`config.mk`:
```
export PLATFORM = sky130hd
export DESIGN_NAME = registers
export DESIGN_NICKNAME = d
export VERILOG_FILES = /design/src/rtl/registers.sv
export SDC_FILE = /design/constraint.sdc
export NUM_CORES = 1
export LEC_CHECK = 0
export CAP_MARGIN = 20
export CORE_AREA = 4 4 127 129
export DETAILED_ROUTE_END_ITERATION = 8
export DIE_AREA = 0 0 131 133
export MAX_ROUTING_LAYER = met4
export PLACE_DENSITY = 0.88
export SLEW_MARGIN = 20
export SYNTH_ARGS = -nofsm -noshare
export SYNTH_HDL_FRONTEND = slang
export SYNTH_SLANG_ARGS = --single-unit
```
`constraint.sdc`:
```
create_clock -name clk -period 3.4 [get_ports clk]
set_input_delay 0.68 -clock clk [delete_from_list [all_inputs] [get_ports clk]]
set_output_delay 0.68 -clock clk [all_outputs]
set_load 0.01 [all_outputs]
```
`src/rtl/registers.sv`:
```
// Eight-entry, 16-bit register file with two combinational read ports and one
// write port that can also byte-swap or set/clear/toggle a bit in place.
module registers (
    input  logic        clk,
    input  logic        rst,
    input  logic        write_en,
    input  logic        swap_en,
    input  logic        bit_op_en,
    input  logic [2:0]  read_addr_0,
    input  logic [2:0]  read_addr_1,
    input  logic [2:0]  reg_write_addr,
    input  logic [15:0] data_in,
    input  logic [1:0]  bit_op,
    input  logic [3:0]  bit_position,
    output logic [15:0] read_data_0,
    output logic [15:0] read_data_1
);

    localparam int NUM_REGS = 8;

    logic [15:0] regs_q [NUM_REGS];
    logic [15:0] regs_d [NUM_REGS];
    logic [15:0] cur_val;
    logic [15:0] new_val;

    function automatic logic [15:0] byte_swap(input logic [15:0] v);
        return {v[7:0], v[15:8]};
    endfunction

    function automatic logic [15:0] apply_bit_op(
        input logic [15:0] v,
        input logic [1:0]  op,
        input logic [3:0]  pos
    );
        logic [15:0] mask;
        logic [15:0] res;
        mask = 16'h0001 << pos;
        case (op)
            2'b00:   res = v | mask;
            2'b01:   res = v & ~mask;
            2'b10:   res = v ^ mask;
            2'b11:   res = v;
            default: res = v;
        endcase
        return res;
    endfunction

    // Candidate value for the destination register; bit_op/bit_position are
    // only consulted when a bit operation is actually selected.
    always_comb begin
        cur_val = regs_q[reg_write_addr];
        if (bit_op_en) begin
            new_val = apply_bit_op(cur_val, bit_op, bit_position);
        end else if (swap_en) begin
            new_val = byte_swap(cur_val);
        end else begin
            new_val = data_in;
        end
    end

    // Next-state for every entry: only the addressed one changes, and only with write_en.
    always_comb begin
        for (int i = 0; i < NUM_REGS; i++) begin
            if (write_en && (reg_write_addr == 3'(i))) begin
                regs_d[i] = new_val;
            end else begin
                regs_d[i] = regs_q[i];
            end
        end
    end

    // Storage update; reset overrides any concurrent write.
    always_ff @(posedge clk) begin
        for (int i = 0; i < NUM_REGS; i++) begin
            if (rst) begin
                regs_q[i] <= 16'h0000;
            end else begin
                regs_q[i] <= regs_d[i];
            end
        end
    end

    assign read_data_0 = regs_q[read_addr_0];
    assign read_data_1 = regs_q[read_addr_1];

endmodule

```
==> results by group, run 1 <==
Cells and area
  – Most common cell after layout, fill and taps aside: edfxtp_1
  – Area Overhead vs Synth: 23.78%
  – Share of layout cells above drive strength 1: 32.01%
  – Area of the multi-input gates: 0.004651 mm²
  – Filler Cell Count: 907
  – Final std cells w/o fill: 1,047
  – Largest registers: regs_q x128
  – Register area: 0.003844 mm²
  – Antenna diode instance count: 0
  – Nets: 915
  – Highest-count cells in the layout ignoring fill and taps: edfxtp_1 (128), nor2_1 (117), buf_4 (86)
  – Reg with most FFs: regs_q
  – Number of flip-flops in the largest register: 128
  – Final design utilization: 72.96%

STA
  – Fmax: 299.0 MHz
  – Final Skew: 16.02 ps
  – Final Hold Viols: 0
  – Worst hold slack: 1121 ps
  – Final Slew Violations: 0
  – # setup viols final: 0
  – Slew HR: 51.81%
  – Final period utilization: 98.37%
  – Post-route minimum period: 3344 ps
  – Worst-Margin Slew: 722.8 ps

Power and ir drop
  – Total power: 0.004740 W
  – PD cells: 432.2 mW/mm²
  – Worst-case vdd ir drop: 385.3 µV
  – Leak: 4.138 nW

Routing
  – Routed Antenna Nets: 0
  – DRC errors left: 0
  – Vias per inst: 7.295
  – Via Count: 7,638
  – WL/cell: 28.64 µm
  – WL final: 29.99 mm
  – Drt first pass iters: 8
  – DR iter-0 viols: 1,387

Outcome
  – Status: completed

Clock tree
  – H-tree depth: 4
  – CTS resizes: 0
  – Post-CTS Repair Setup Buffers: 0
  – Root buf cell: clkbuf_16
  – CTS tree: yes
  – Latest clock arrival within the worst-skew pair: 440 ps
  – Sink Count: 128
  – Max Root-Sink Buffers: 2
  – Number of buffers created by CTS: 17
  – CTS Hold Buffers Added: 0
  – Clock transition at the registers of the reported paths: 60 ps

Yosys
  – Post-Synthesis Mean Instance Area: 12.41 µm²
  – Yosys cell types: 53
  – Synth top area share: 43.38%
  – Yosys Warn Count: 0
  – Synth Instances: 714
  – Synthesized cell area: 0.008861 mm²
  – Yosys top cell by area: edfxtp_1
  – Post-synthesis register bit count: 128
  – Sequential share of the synthesized area: 43.38%
  – Top_reg_cell synth: edfxtp_1
  – EDFF count, synth: 128
  – Fraction of registers with async set/reset: 0%
  – Syn Nets: 782
  – Synth area leaders: edfxtp_1 (43%), mux4_2 (19%), mux2_2 (6.5%), nor2_1 (5.0%), ha_1 (4.5%)

Setup path
  – FF-to-FF path depth: 10
  – Crit Path Class: primary input to flop
  – Crit path to: regs_q[1][1]
  – CP required: 3560 ps
  – Reg2Reg Launch Point: regs_q[4][0]
  – Max FO, Critical Path: 13
  – Worst EP arrival: 3500 ps
  – R2R Setup Slk: 690 ps
  – R2r endpoint: regs_q[2][0]
  – Worst Setup SP: reg_write_addr[0]
  – CP Launch Type: primary input
  – Critical Path Sink Type: flop

GRT
  – Initial antenna violation count: 0
  – First-pass GRT wire length: 44.48 mm
  – Vias in the first global route: 7,758
  – Tot GR Track Use: 35.73%
  – GRT overflow: 0
  – Largest net degree at the start of global routing: 33

Run
  – Max cap viols: 0

Die
  – Placeable Area: 0.01503 mm²
  – Die height: 133 µm
  – Die W: 131 µm
  – FP Rows: 45
  – Initial Util: 58.94%
  – Die Area: 0.01742 mm²
  – I/O pin cnt: 68

Worst hold path
  – Hold WC Path Type: flop to flop

Placement
  – Port Buffer Count: 67
  – Dpl hpwl: 20.04 mm
  – Routability cong.: 0.9951
  – Placed insts: 1,015
==> Yosys cell counts (all sizes together) (4+ instances only) <==
master and n:
a21oi 45, mux2i 10, inv 24, a31oi 4, a211oi 6, ha 32, o21ai 8, o22ai 16
edfxtp 128, clkbuf 26, nand2 41, a221oi 11, nand2b 5, nor2 117, mux2 52, nor2b 20
buf 27, nand3 10, mux4 74, a22oi 10, a21o 4, o211ai 4, o32ai 5
==> power by group <==
part / leakage [nW] / switching, W / internal [W]
clock network: 0.264 / 0.000690 / 0.00106
logic: 2.54 / 0.000567 / 0.000539
registers: 1.33 / 0.0000674 / 0.00182
total: 4.14 / 0.00132 / 0.00342
==> cell type report <==
type | count | area share [%]
clock buffers | 18 | 3.913
clock inverters | 13 | 1.118
inverters | 26 | 0.8898
multi-input cells | 507 | 42.40
flip-flops and latches | 128 | 35.04
well taps | 188 | 2.145
repair buffers | 167 | 14.49
==> critical path, cell delays in order <==
cell	delay, ps
clkdlybuf4s50_1	460
buf_4	160
buf_4	200
nand2_1	210
a211oi_1	450
a211oi_2	150
buf_4	190
ha_1	180
a21oi_1	150
o21ai_0	140
a221oi_4	400
nor2_1	120
==> how the worst min path moves through the flow <==
stage,depth (start not counted),end,from,slack (ps)
after detailed placement,5,regs_q[2][6],regs_q[1][14],1080
after global routing,5,regs_q[2][6],regs_q[1][14],1160
final,5,regs_q[0][6],regs_q[1][14],1120
after floorplan,4,regs_q[5][7],regs_q[5][7],880
after CTS,5,regs_q[2][6],regs_q[1][14],1100
after global placement,5,regs_q[4][6],regs_q[1][14],1080
==> metal layers <==
layer  vias up  routed length, µm  part of all wire, %  track usage [%]
met2       785              14490                   48            55.50
li1       3050                  -                    -                -
met3       204               4053                   14            8.680
met5         -                  0                    0                -
met4         0               2151                  7.2            21.43
met1      3599               9295                   31            41.74
==> through the flow <==
step | setup WS, ps | instance area, µm² | setup TNS (ps)
5_1_grt | -43.40 | 10970 | -207.9
6_report | 55.56 | 10970 | 0
4_1_cts | 107.1 | 10940 | 0
3_3_place_gp | -298.0 | 10390 | -7692
3_5_place_dp | -254.5 | 10390 | -14520
2_1_floorplan | 244.4 | 8861 | 0
==> cells by family after synthesis <==
kind of cell | after synthesis | share of synthesized area [%]
buffers and inverters | 79 | 4.137
AND/OR/NAND/NOR | 204 | 9.884
multiplexers | 136 | 26.69
adder cells (fa/ha/maj) | 32 | 4.518
flip-flops | 128 | 43.38
AO/OA/AOI/OAI | 135 | 11.40
Power figures use the tool's default switching activity.
==> run 2, diff against run 1 <==
--- a/config.mk
+++ b/config.mk
@@ -5,12 +5,14 @@
 export SDC_FILE = /design/constraint.sdc
 export NUM_CORES = 1
 export LEC_CHECK = 0
+export ABC_CLOCK_PERIOD_IN_PS = 3400
 export CAP_MARGIN = 20
 export CORE_AREA = 4 4 127 129
 export DETAILED_ROUTE_END_ITERATION = 8
 export DIE_AREA = 0 0 131 133
 export MAX_ROUTING_LAYER = met4
 export PLACE_DENSITY = 0.88
+export SETUP_SLACK_MARGIN = 0.4
 export SLEW_MARGIN = 20
 export SYNTH_ARGS = -nofsm -noshare
 export SYNTH_HDL_FRONTEND = slang
==> results by group, run 2 (synthesis results as in run 1) <==
Setup path
  – Worst Setup SP: reg_write_addr[0]
  – CP required: 3530 ps
  – Crit Path Class: primary input to flop
  – Critical Path Sink Type: flop
  – CP Launch Type: primary input
  – R2R Setup Slk: 400 ps
  – FF-to-FF path depth: 11
  – Max FO, Critical Path: 8
  – R2r endpoint: regs_q[5][0]
  – Worst EP arrival: 3190 ps
  – Reg2Reg Launch Point: regs_q[6][0]

Routing
  – Drt first pass iters: 7
  – Via Count: 8,259
  – Vias per inst: 7.740
  – DR iter-0 viols: 1,985
  – WL/cell: 32.02 µm
  – WL final: 34.16 mm
  – DRC errors left: 0
  – Routed Antenna Nets: 0

Power and ir drop
  – PD cells: 439.3 mW/mm²
  – Clk pwr share: 39.0%
  – Worst-case vdd ir drop: 468.4 µV
  – Combinational Power Share: 23.8%
  – Net switching power: 0.001398 W
  – Sw Share: 27.50%
  – Leak: 4.581 nW
  – Int Pwr: 0.003685 W
  – Register share of total power: 37.2%

Clock tree
  – Max Root-Sink Buffers: 2
  – CTS Hold Buffers Added: 0
  – H-tree depth: 4
  – CTS tree: yes
  – Clock transition at the registers of the reported paths: 60 ps
  – Latest clock arrival within the worst-skew pair: 440 ps
  – Sink Count: 128
  – Root buf cell: clkbuf_16
  – Number of buffers created by CTS: 17

GRT
  – GRT overflow: 0
  – Largest net degree at the start of global routing: 27
  – Met3 Resource Use GR: 12.43%
  – GR Layer Usage met1: 43.44%
  – First-pass GRT wire length: 47.02 mm
  – Initial antenna violation count: 0
  – Gr busiest metal: met2
  – Met2 usage: 58.10%
  – Tot GR Track Use: 38.28%
  – Vias in the first global route: 7,958

Placement
  – Placed insts: 1,010
  – Dpl hpwl: 20.28 mm
  – Routability cong.: 1.032
  – Port Buffer Count: 67

Die
  – Placeable Area: 0.01503 mm²
  – I/O pin cnt: 68
  – Initial Util: 58.94%
  – Die Area: 0.01742 mm²
  – FP Rows: 45
  – Die height: 133 µm
  – Die W: 131 µm

STA
  – Setup_tns: 0 ps
  – # setup viols final: 0
  – Final Slew Violations: 0
  – Slew HR: 30.85%
  – Post-route minimum period: 3061 ps
  – RSZ-0062 raised after global routing: yes
  – Fmax: 326.7 MHz
  – Worst-Margin Slew: 1035 ps
  – Final Skew: 14.14 ps
  – Final Hold Viols: 0
  – Final period utilization: 90.03%

Cells and area
  – Nets: 935
  – Area Overhead vs Synth: 30.58%
  – Share of layout cells above drive strength 1: 36.29%
  – Largest registers: regs_q x128
  – Highest-count cells in the layout ignoring fill and taps: edfxtp_1 (128), nor2_1 (110), buf_4 (92)
  – Antenna diode instance count: 0
  – Area of the multi-input gates: 0.004788 mm²
  – Reg with most FFs: regs_q
  – Number of flip-flops in the largest register: 128
  – Filler Cell Count: 806
  – Final std cells w/o fill: 1,067
  – Register area: 0.003844 mm²
  – Final design utilization: 76.97%
  – Most common cell after layout, fill and taps aside: edfxtp_1

Worst hold path
  – Hold Crit Start: regs_q[5][7]
  – Worst hold path stage count: 4
  – Hold WC Path Type: flop to flop
  – End of the worst hold path: regs_q[3][7]

Run
  – Max cap viols: 0

Outcome
  – Status: completed
## run 2: power by group through the flow
stage,registers (W),clock network (W),logic [W]
floorplan,0.00188,0,0.000620
detailed placement,0.00191,0,0.00109
global placement,0.00190,0,0.00105
CTS,0.00188,0.00194,0.00112
finish,0.00189,0.00198,0.00121
global route,0.00189,0.00204,0.00124
## run 2: final cells by class
cell class | count | share of cell area (%)
multi-input combinational | 507 | 41.38
inverter | 26 | 0.8434
clock inverter | 13 | 1.676
timing repair buffer | 187 | 17.14
clock buffer | 18 | 3.709
sequential | 128 | 33.22
tap | 188 | 2.033
## run 2: metal layers
layer / routed length, µm / up-vias / part of all wire [%]
li1: - / 3093 / -
met1: 10240 / 3882 / 30
met2: 15730 / 973 / 46
met3: 5260 / 311 / 15
met4: 2936 / 0 / 8.6
met5: 0 / - / 0
## run 2: worst max-delay path, cell delays in order
cell,delay [ps]
buf_6,100
buf_12,130
buf_4,130
buf_4,170
nor2b_1,380
a22o_1,260
a211o_1,150
ha_1,240
a22oi_1,160
o21ai_0,140
a221oi_2,340
buf_4,240
nor2_1,70
## run 2: worst max-delay path by stage
stage	endpoint	slack, ps	cells past startpoint
floorplan	regs_q[0][0]	250	12
finish	regs_q[5][5]	340	13
CTS	read_data_0[0]	340	6
global placement	regs_q[5][12]	-260	13
global route	regs_q[5][0]	260	11
detailed placement	regs_q[5][9]	-300	14
## run 2: timing repair
action,4_1_cts,5_1_grt
setup buffers,2,17
gates cloned,4,3
endpoints found under the setup margin,160,99
resized for setup,32,50
pin swaps,3,6
## run 2: per-stage QoR
stage	hold WS [ps]	cell area (µm²)	setup WS [ps]	total power, W
after floorplan	879.0	8929	254.4	0.002501
after global placement	1003	10450	-264.5	0.002948
after detailed placement	1046	10450	-296.5	0.002995
after CTS	1058	11230	345.0	0.004936
after global routing	1123	11570	261.2	0.005176
final	1097	11570	338.9	0.005083
